[config.mk]
export PLATFORM = sky130hd
export DESIGN_NAME = usb_rx_controller_flat
export DESIGN_NICKNAME = d
export VERILOG_FILES = /design/src/rtl/usb_rx_controller_if.sv /design/src/rtl/usb_rx_controller.sv /design/src/flat_wrapper.sv
export SDC_FILE = /design/constraint.sdc
export NUM_CORES = 1
export LEC_CHECK = 0
export CORE_MARGIN = 2
export CORE_UTILIZATION = 47
export DETAILED_ROUTE_END_ITERATION = 12
export PLACE_DENSITY = 0.79
export SLEW_MARGIN = 10
export SYNTH_ARGS = -nofsm -noshare
export SYNTH_HDL_FRONTEND = slang
export SYNTH_SLANG_ARGS = --single-unit
export TNS_END_PERCENT = 50
[constraint.sdc]
create_clock -name clk -period 2.12 [get_ports clk]
set_clock_uncertainty 0.05 [all_clocks]
set_input_delay 0.212 -clock clk [delete_from_list [all_inputs] [get_ports clk]]
set_output_delay 0.212 -clock clk [all_outputs]
set_load 0.02 [all_outputs]
[src/rtl/usb_rx_controller_if.sv]
// Signal bundle between the USB RX bit datapath / RX FIFO side (master) and the RX control FSM (slave).
// state_dbg carries the FSM state so checkers can observe it without reaching into the design.
interface usb_rx_controller_if;
    logic       d_edge;
    logic       eop;
    logic       shift_enable;
    logic       byte_received;
    logic [7:0] rcv_data;
    logic       crc_ok;
    logic       fifo_full;
    logic       rcving;
    logic       w_enable;
    logic       r_error;
    logic [3:0] rx_pid;
    logic       packet_done;
    logic       crc_clear;
    logic       crc_enable;
    logic [6:0] byte_count;
    logic [3:0] state_dbg;

    modport master (
        output d_edge, eop, shift_enable, byte_received, rcv_data, crc_ok, fifo_full,
        input  rcving, w_enable, r_error, rx_pid, packet_done, crc_clear, crc_enable,
               byte_count, state_dbg
    );

    modport slave (
        input  d_edge, eop, shift_enable, byte_received, rcv_data, crc_ok, fifo_full,
        output rcving, w_enable, r_error, rx_pid, packet_done, crc_clear, crc_enable,
               byte_count, state_dbg
    );
endinterface

[src/rtl/usb_rx_controller.sv]
// USB full-speed receive control FSM: checks SYNC/PID, writes payload to the RX FIFO, checks CRC at EOP.
// Optional inter-byte strobe timeout is enabled by defining USB_RX_TIMEOUT_EN.
module usb_rx_controller #(
    parameter int         MAX_BYTES    = 64,
    parameter logic [7:0] SYNC_BYTE    = 8'h80
`ifdef USB_RX_TIMEOUT_EN
    ,
    parameter int         TIMEOUT_BITS = 16
`endif
) (
    input  logic                clk,
    input  logic                n_rst,
    usb_rx_controller_if.slave  rx
);
    // Handshake: byte_received is a one-cycle valid with no ready; a byte is always taken and
    // answered by w_enable exactly one cycle later, while fifo_full turns the byte into an error.
    typedef enum logic [3:0] {
        IDLE, SYNC_WAIT, CHK_SYNC, PID_WAIT, CHK_PID, DATA_WAIT,
        STORE, EOP_CHK, DONE, ERR_WAIT_EOP, ERR_IDLE
    } state_t;

    localparam logic [6:0] MAX_CNT = 7'(MAX_BYTES);

    state_t     state_q, state_d;
    logic       rcving_q, rcving_d;
    logic       w_enable_q, w_enable_d;
    logic       r_error_q, r_error_d;
    logic [3:0] rx_pid_q, rx_pid_d;
    logic       packet_done_q, packet_done_d;
    logic       crc_clear_q, crc_clear_d;
    logic       crc_enable_q, crc_enable_d;
    logic [6:0] byte_count_q, byte_count_d;
    logic       tmo_hit;
    logic       in_wait;

    assign in_wait = (state_q == SYNC_WAIT) || (state_q == PID_WAIT) || (state_q == DATA_WAIT);

`ifdef USB_RX_TIMEOUT_EN
    localparam logic [4:0] TMO_LIMIT = 5'(TIMEOUT_BITS);
    logic [4:0] tmo_q, tmo_d;

    always_comb begin
        tmo_d = tmo_q;
        if ((state_q == IDLE && rx.d_edge) || rx.byte_received) begin
            tmo_d = '0;
        end else if (rx.shift_enable && in_wait && tmo_q != TMO_LIMIT) begin
            tmo_d = tmo_q + 5'd1;
        end
    end

    always_ff @(posedge clk or negedge n_rst) begin
        if (!n_rst) tmo_q <= '0;
        else        tmo_q <= tmo_d;
    end

    assign tmo_hit = in_wait && (tmo_q == TMO_LIMIT);
`else
    assign tmo_hit = 1'b0;
`endif

    always_comb begin
        state_d      = state_q;
        w_enable_d   = 1'b0;
        crc_clear_d  = 1'b0;
        r_error_d    = r_error_q;
        rx_pid_d     = rx_pid_q;
        byte_count_d = byte_count_q;

        unique case (state_q)
            IDLE: begin
                if (rx.d_edge) begin
                    state_d      = SYNC_WAIT;
                    byte_count_d = '0;
                end
            end
            SYNC_WAIT: begin
                if (rx.eop)                state_d = ERR_WAIT_EOP;
                else if (rx.byte_received) state_d = CHK_SYNC;
                else if (tmo_hit)          state_d = ERR_WAIT_EOP;
            end
            CHK_SYNC: begin
                if (rx.rcv_data == SYNC_BYTE) begin
                    state_d   = PID_WAIT;
                    r_error_d = 1'b0;
                end else begin
                    state_d = ERR_WAIT_EOP;
                end
            end
            PID_WAIT: begin
                if (rx.eop)                state_d = ERR_WAIT_EOP;
                else if (rx.byte_received) state_d = CHK_PID;
                else if (tmo_hit)          state_d = ERR_WAIT_EOP;
            end
            CHK_PID: begin
                if (rx.rcv_data[7:4] == ~rx.rcv_data[3:0]) begin
                    state_d     = DATA_WAIT;
                    rx_pid_d    = rx.rcv_data[3:0];
                    crc_clear_d = 1'b1;
                end else begin
                    state_d = ERR_WAIT_EOP;
                end
            end
            DATA_WAIT: begin
                if (rx.eop) begin
                    state_d = EOP_CHK;
                end else if (rx.byte_received) begin
                    // Write decision is taken here so w_enable can leave a flop during STORE.
                    state_d = STORE;
                    if (!rx.fifo_full && byte_count_q != MAX_CNT) begin
                        w_enable_d   = 1'b1;
                        byte_count_d = byte_count_q + 7'd1;
                    end
                end else if (tmo_hit) begin
                    state_d = ERR_WAIT_EOP;
                end
            end
            STORE:   state_d = w_enable_q ? DATA_WAIT : ERR_WAIT_EOP;
            EOP_CHK: begin
                if (byte_count_q == 7'd0)      state_d = DONE;
                else if (byte_count_q == 7'd1) state_d = ERR_WAIT_EOP;
                else if (rx.crc_ok)            state_d = DONE;
                else                           state_d = ERR_WAIT_EOP;
            end
            DONE:         state_d = IDLE;
            ERR_WAIT_EOP: if (rx.eop)  state_d = ERR_IDLE;
            ERR_IDLE:     if (!rx.eop) state_d = IDLE;
            default:      state_d = IDLE;
        endcase

        if (state_d == ERR_WAIT_EOP) r_error_d = 1'b1;

        rcving_d = (state_d != IDLE) && (state_d != DONE) && (state_d != ERR_IDLE);
        // CRC keeps accumulating through STORE so no bit strobe of the payload is dropped.
        crc_enable_d  = (state_d == DATA_WAIT) || (state_d == STORE);
        packet_done_d = (state_d == DONE);
    end

    always_ff @(posedge clk or negedge n_rst) begin
        if (!n_rst) begin
            state_q       <= IDLE;
            rcving_q      <= 1'b0;
            w_enable_q    <= 1'b0;
            r_error_q     <= 1'b0;
            rx_pid_q      <= 4'h0;
            packet_done_q <= 1'b0;
            crc_clear_q   <= 1'b0;
            crc_enable_q  <= 1'b0;
            byte_count_q  <= '0;
        end else begin
            state_q       <= state_d;
            rcving_q      <= rcving_d;
            w_enable_q    <= w_enable_d;
            r_error_q     <= r_error_d;
            rx_pid_q      <= rx_pid_d;
            packet_done_q <= packet_done_d;
            crc_clear_q   <= crc_clear_d;
            crc_enable_q  <= crc_enable_d;
            byte_count_q  <= byte_count_d;
        end
    end

    assign rx.rcving      = rcving_q;
    assign rx.w_enable    = w_enable_q;
    assign rx.r_error     = r_error_q;
    assign rx.rx_pid      = rx_pid_q;
    assign rx.packet_done = packet_done_q;
    assign rx.crc_clear   = crc_clear_q;
    assign rx.crc_enable  = crc_enable_q;
    assign rx.byte_count  = byte_count_q;
    assign rx.state_dbg   = state_q;
endmodule

[src/flat_wrapper.sv]
// flat-port wrapper written by rule: the top's interface ports become plain ports
module usb_rx_controller_flat 
#(
    parameter int         MAX_BYTES    = 64,
    parameter logic [7:0] SYNC_BYTE    = 8'h80

)
  (clk, n_rst, rx_d_edge, rx_eop, rx_shift_enable, rx_byte_received, rx_rcv_data, rx_crc_ok, rx_fifo_full, rx_rcving, rx_w_enable, rx_r_error, rx_rx_pid, rx_packet_done, rx_crc_clear, rx_crc_enable, rx_byte_count, rx_state_dbg);
  usb_rx_controller_if rx_i ();
  input  logic clk;
  input  logic n_rst;
  input wire logic [$bits(rx_i.d_edge)-1:0] rx_d_edge;
  input wire logic [$bits(rx_i.eop)-1:0] rx_eop;
  input wire logic [$bits(rx_i.shift_enable)-1:0] rx_shift_enable;
  input wire logic [$bits(rx_i.byte_received)-1:0] rx_byte_received;
  input wire logic [$bits(rx_i.rcv_data)-1:0] rx_rcv_data;
  input wire logic [$bits(rx_i.crc_ok)-1:0] rx_crc_ok;
  input wire logic [$bits(rx_i.fifo_full)-1:0] rx_fifo_full;
  output wire logic [$bits(rx_i.rcving)-1:0] rx_rcving;
  output wire logic [$bits(rx_i.w_enable)-1:0] rx_w_enable;
  output wire logic [$bits(rx_i.r_error)-1:0] rx_r_error;
  output wire logic [$bits(rx_i.rx_pid)-1:0] rx_rx_pid;
  output wire logic [$bits(rx_i.packet_done)-1:0] rx_packet_done;
  output wire logic [$bits(rx_i.crc_clear)-1:0] rx_crc_clear;
  output wire logic [$bits(rx_i.crc_enable)-1:0] rx_crc_enable;
  output wire logic [$bits(rx_i.byte_count)-1:0] rx_byte_count;
  output wire logic [$bits(rx_i.state_dbg)-1:0] rx_state_dbg;
  assign rx_i.d_edge = rx_d_edge;
  assign rx_i.eop = rx_eop;
  assign rx_i.shift_enable = rx_shift_enable;
  assign rx_i.byte_received = rx_byte_received;
  assign rx_i.rcv_data = rx_rcv_data;
  assign rx_i.crc_ok = rx_crc_ok;
  assign rx_i.fifo_full = rx_fifo_full;
  assign rx_rcving = rx_i.rcving;
  assign rx_w_enable = rx_i.w_enable;
  assign rx_r_error = rx_i.r_error;
  assign rx_rx_pid = rx_i.rx_pid;
  assign rx_packet_done = rx_i.packet_done;
  assign rx_crc_clear = rx_i.crc_clear;
  assign rx_crc_enable = rx_i.crc_enable;
  assign rx_byte_count = rx_i.byte_count;
  assign rx_state_dbg = rx_i.state_dbg;
  usb_rx_controller #(.MAX_BYTES(MAX_BYTES), .SYNC_BYTE(SYNC_BYTE)) u_core (.clk(clk), .n_rst(n_rst), .rx(rx_i));
endmodule
==> results_dict.tcl, run 1 <==
set metrics [dict create \
    status "finished clean" \
    path_buf_inv 0 \
    synthFlopType "dfrtp_1" \
    r2r_slack_ns 0.1 \
    synth.ff_latch_count 21 \
    critPathLaunchType "register" \
    crit_end "u_core.rx.crc_enable$_DFF_PN0_" \
    startpoint "u_core.rx.byte_count[3]$_DFFE_PN0P_" \
    antenna_found_initial 0 \
    fin_area_mm2 0.00175 \
    htree_levels 1 \
    dpl.hpwl_mm 2.41 \
    path_delay_family "compound AO/OA/AOI/OAI gates" \
    grt_pass1_vias 1163 \
    drive_gt1_share_pct 16.9 \
    regToRegStartpoint "u_core.rx.byte_count[3]$_DFFE_PN0P_" \
    yosysSeqAreaShare_pct 40.6 \
    cts.sinks 21 \
    vias 1177 \
    cts_made_buffers 3 \
    gp_congestion 0.772 \
    die_y_um 56.5 \
    clkSlewWorstSetupHoldPaths_ns 0.11 \
    finalHoldViolations 0 \
    cp.depth 5 \
    crit_fanout 5 \
    r2r_cells 5 \
    yosys_warnings 0 \
    netlist_area_mm2 0.00129 \
    die_area_mm2 0.00319 \
    ioPinCount 37 \
    fin_crit_sh_pct 95.3 \
    cts_max_path_buffers 2 \
    final_common_cell "clkdlybuf4s50_1" \
    avgRoutedWirePerCell_um 15.4 \
    max_freq_ghz 0.495 \
    synth-edff-count 0 \
    fin_crit_ns 2.02 \
    portBuffers 35 \
    synthToLayoutAreaGrowth_pct 35.4 \
    path_class "reg -> reg" \
    wl_mm 3.13 \
    cts_tree "done" \
    synth_nets 146 \
    grt_pass1_wl_mm 5.26 \
    die-width_um 56.5 \
    maxCapViolCount 0 \
    fin_nets 192 \
    slew_headroom_pct 65.1 \
    finalMaxSlewViolations 0 \
    worstPathRequired_ns 2.26 \
    cp_cell_sequence "or4_4, o31a_1, o311ai_4, xnor2_1, nor2_1" \
    ctsResizeCount 0 \
    rows 19 \
    synth.avg_cell_area_um2 10.2 \
    vdd_drop_max_mv 0.635 \
    drtPass1Iterations 4 \
    start_util_pct 48.2 \
    p_leak_uw 0.000769 \
    worst-slew-pin-transition_ns 0.524 \
    cts_setup_buffers 0 \
    cpPeakStageDelay_ns 0.55 \
    synthArstFlopShare_pct 100 \
    clock_latency_ns 0.29 \
    layout.cells.most_common_list "clkdlybuf4s50_1 (35), dfrtp_1 (21), buf_4 (12)" \
    globalRouteOverflowTotal 0 \
    synthCells 127 \
    grt_max_degree 22 \
    antenna_cells 0 \
    final_util_pct 65.3 \
    synthDistinctLibCells 42 \
    p_per_area_mw_per_mm2 798 \
    crit_slowest_cell "or4_4" \
    hold_buffers 0 \
    root_buffer "clkbuf_4" \
    rsz0062_at_grt "no" \
    viasPerCell 5.80 \
    remaining_drc_errors 0 \
    first_iter_violations 57 \
    place_area_mm2 0.00173 \
    core_area_mm2 0.00269 \
    postRouteAntennaNets 0 \
    r2r_end "u_core.rx.crc_enable$_DFF_PN0_" \
    setup_viol 0 \
    holdCritPathClass "in -> async" \
    grt.total_usage_pct 20.8 \
    arrival_ns 2.17 \
    crit_path_end_kind "register" \
]
-- through the flow --
step	cells	setup TNS, ns	worst slack (ns)	hold WS, ns	total power, uW
finish	203	0	0.0995	0.199	1400
detailed placement	199	-0.00112	-0.000630	0.448	1210
global route	203	0	0.0136	0.214	1500
CTS	203	0	0.113	0.197	1400
global placement	199	0	0.0770	0.425	1190
floorplan	127	0	0.0986	-0.134	993
-- worst register-to-register path: cells and delay by family (launching register included) --
family	cells	cell delay [ns]
AND/OR/NAND/NOR	2	0.61
XOR/XNOR	1	0.17
AO/OA/AOI/OAI	2	0.70
flip-flops	1	0.40
-- cell families after synthesis --
group	share of synthesized area [%]
compound gates	13.1
xor+xnor	7.44
fa+ha+maj	2.90
buf+inv	6.09
flops	40.6
mux	4.35
simple gates	25.5
-- routing by layer --
metal	wire, um	GRT usage (%)	up-vias
li1	-	-	550
met1	1440	28.2	595
met2	1560	34.1	30
met3	102	2.30	2
met4	13	7.82	0
met5	0	0	-
-- Yosys cell counts (2+ instances only) --
library cell  count  share of area, %
nor3_1            3               1.2
o21ai_0           4               1.5
buf_6             3               2.6
ha_1              3               2.9
nand2b_1          5               2.4
xor2_1            5               3.4
and3_1            2              0.97
nor4_1            4               1.9
mux2_2            5               4.3
and4b_1           2               1.5
inv_1             8               2.3
nand3_1           3               1.2
nand2_1           9               2.6
a211oi_1          2               1.2
xnor2_1           6               4.1
dfrtp_1          21                41
nor2_1           10               2.9
nor4b_1           3               2.0
nand4_1           6               2.9
-- area by class of cell --
class | count | area (um^2)
fill | 224 | 933
clock buffer | 3 | 22.5
tap | 31 | 38.8
timing repair buffer | 47 | 440
clock inverter | 1 | 5.00
sequential | 21 | 526
inverter | 8 | 30.0
multi-input combinational | 92 | 691
-- power breakdown --
group | switching, uW | leakage [uW] | internal [uW]
Sequential | 40.8 | 0.000281 | 454
Clock | 114 | 0.0000177 | 70.2
Combinational | 388 | 0.000470 | 333
Total | 543 | 0.000769 | 857
-- registers in the layout, summed over array words and instances, names as in the netlist --
| name | cells |
|---|---|
| u_core.rx.byte_count | 7 |
| u_core.rx.crc_clear | 1 |
| u_core.rx.state_dbg | 4 |
| u_core.rx.crc_enable | 1 |
| u_core.rx.rcving | 1 |
| u_core.rx.rx_pid | 4 |
| u_core.rx.r_error | 1 |
| u_core.rx.w_enable | 1 |
| u_core.rx.packet_done | 1 |
-- worst min-delay path by stage --
stage | to | startpoint | slack (ns)
floorplan | u_core.rx.byte_count[0]$_DFFE_PN0P_ | n_rst | -0.13
global placement | u_core.rx.r_error$_DFFE_PN0P_ | u_core.rx.r_error$_DFFE_PN0P_ | 0.42
detailed placement | u_core.rx.rx_pid[2]$_DFFE_PN0P_ | u_core.rx.rx_pid[2]$_DFFE_PN0P_ | 0.45
CTS | u_core.rx.packet_done$_DFF_PN0_ | n_rst | 0.20
global route | u_core.rx.r_error$_DFFE_PN0P_ | n_rst | 0.21
finish | u_core.rx.byte_count[5]$_DFFE_PN0P_ | n_rst | 0.20
(Power assumes the default switching activity.)
==> run 2: changes to the inputs <==
- CTS_CLUSTER_DIAMETER: default -> 60
==> results of run 2 <==
Same layout as run 1: the final DEF is identical, and so are final timing and power.
==> run 3: changes to the inputs <==
- PLACE_DENSITY: 0.79 -> 0.81
==> results_dict.tcl, run 3 (same netlist as run 1, synthesis figures left out) <==
set metrics [dict create \
    synthToLayoutAreaGrowth_pct 35.4 \
    cts_made_buffers 3 \
    vias 1140 \
    grt_pass1_wl_mm 4.77 \
    start_util_pct 48.2 \
    clock_latency_ns 0.31 \
    remaining_drc_errors 0 \
    crit_slowest_cell "or4_4" \
    cts.sinks 21 \
    slew_headroom_pct 70.7 \
    rows 19 \
    path_buf_inv 0 \
    crit_path_end_kind "register" \
    globalRouteOverflowTotal 0 \
    drtPass1Iterations 4 \
    instances_no_fill 203 \
    drive_gt1_share_pct 16.9 \
    maxCapViolCount 0 \
    dp.cells 199 \
    gp_congestion 0.865 \
    wl_mm 2.98 \
    worstPathRequired_ns 2.29 \
    ctsResizeCount 0 \
    cts_setup_buffers 0 \
    viasPerCell 5.62 \
    hold_buffers 0 \
    path_delay_family "compound AO/OA/AOI/OAI gates" \
    grt.total_usage_pct 19.1 \
    antenna_found_initial 0 \
    rsz0062_at_grt "no" \
    htree_levels 1 \
    finalMaxSlewViolations 0 \
    dpl.hpwl_mm 2.25 \
    largest_reg_flops 7 \
    final_common_cell "clkdlybuf4s50_1" \
    die-width_um 56.5 \
    cpPeakStageDelay_ns 0.54 \
    setup_viol 0 \
    fin_nets 192 \
    antenna_cells 0 \
    path_class "reg -> reg" \
    portBuffers 35 \
    p_leak_uw 0.000768 \
    core_area_mm2 0.00269 \
    critPathLaunchType "register" \
    cp_cell_sequence "or4_4, o31a_1, o311ai_4, xnor2_1, nor2_1" \
    layout.cells.most_common_list "clkdlybuf4s50_1 (35), dfrtp_1 (21), buf_4 (12)" \
    clkSlewWorstSetupHoldPaths_ns 0.12 \
    status "finished clean" \
    fin_crit_sh_pct 93.8 \
    die_area_mm2 0.00319 \
    finalHoldViolations 0 \
    ioPinCount 37 \
    setup_tns_ns 0 \
    max_freq_ghz 0.503 \
    cts_max_path_buffers 2 \
    worst-slew-pin-transition_ns 0.434 \
    holdCritPathClass "in -> async" \
    cts_tree "done" \
    vdd_drop_max_mv 0.642 \
    crit_fanout 5 \
    die_y_um 56.5 \
    arrival_ns 2.16 \
    p_per_area_mw_per_mm2 795 \
    first_iter_violations 23 \
    fin_crit_ns 1.99 \
    avgRoutedWirePerCell_um 14.7 \
    postRouteAntennaNets 0 \
    grt_max_degree 22 \
    root_buffer "clkbuf_4" \
    grt_pass1_vias 1109 \
]
-- run 3: stage by stage --
stage	hold slack, ns	setup WS [ns]	util (%)	cell area (um^2)	power, uW
finish	0.178	0.131	65.3	1750	1390
global route	0.191	0.0386	65.3	1750	1470
CTS	0.181	0.130	65.3	1750	1400
detailed placement	0.442	0.0208	64.2	1730	1200
global placement	0.427	0.0720	64.2	1730	1180
floorplan	-0.134	0.0986	-	1290	993
-- run 3: area by class of cell --
| cell class | count | area, um^2 |
|---|---|---|
| inverters | 8 | 30.0 |
| repair buffers | 47 | 440 |
| well taps | 31 | 38.8 |
| multi-input cells | 92 | 691 |
| clock buffers | 3 | 22.5 |
| fillers | 225 | 933 |
| flip-flops and latches | 21 | 526 |
| clock inverters | 1 | 5.00 |
-- run 3: where the power goes --
part	total (uW)	leakage (uW)	switching, uW	internal (uW)
sequential	496	0.000281	42.0	454
clock	196	0.0000177	126	70.6
combinational	702	0.000469	370	332
-- run 3: final timing paths --
kind	slack, ns	cells past startpoint	from	end
max	0.13	5	u_core.rx.byte_count[3]$_DFFE_PN0P_	u_core.rx.crc_enable$_DFF_PN0_
min	0.18	2	n_rst	u_core.rx.state_dbg[0]$_DFF_PN0_
max reg2reg	0.13	5	u_core.rx.byte_count[3]$_DFFE_PN0P_	u_core.rx.crc_enable$_DFF_PN0_
min reg2reg	0.47	1	u_core.rx.rx_pid[0]$_DFFE_PN0P_	u_core.rx.rx_pid[0]$_DFFE_PN0P_
max in group asynchronous	1.62	2	n_rst	u_core.rx.crc_clear$_DFF_PN0_
min in group clk	0.47	1	u_core.rx.rx_pid[0]$_DFFE_PN0P_	u_core.rx.rx_pid[0]$_DFFE_PN0P_
-- run 3: metal layers --
layer	global-route usage [%]	up-vias	share of wire (%)
met5	0	-	0
met4	8.16	0	1.4
met3	3.00	5	5.0
met2	33.1	42	51
met1	23.2	540	43
li1	-	553	-
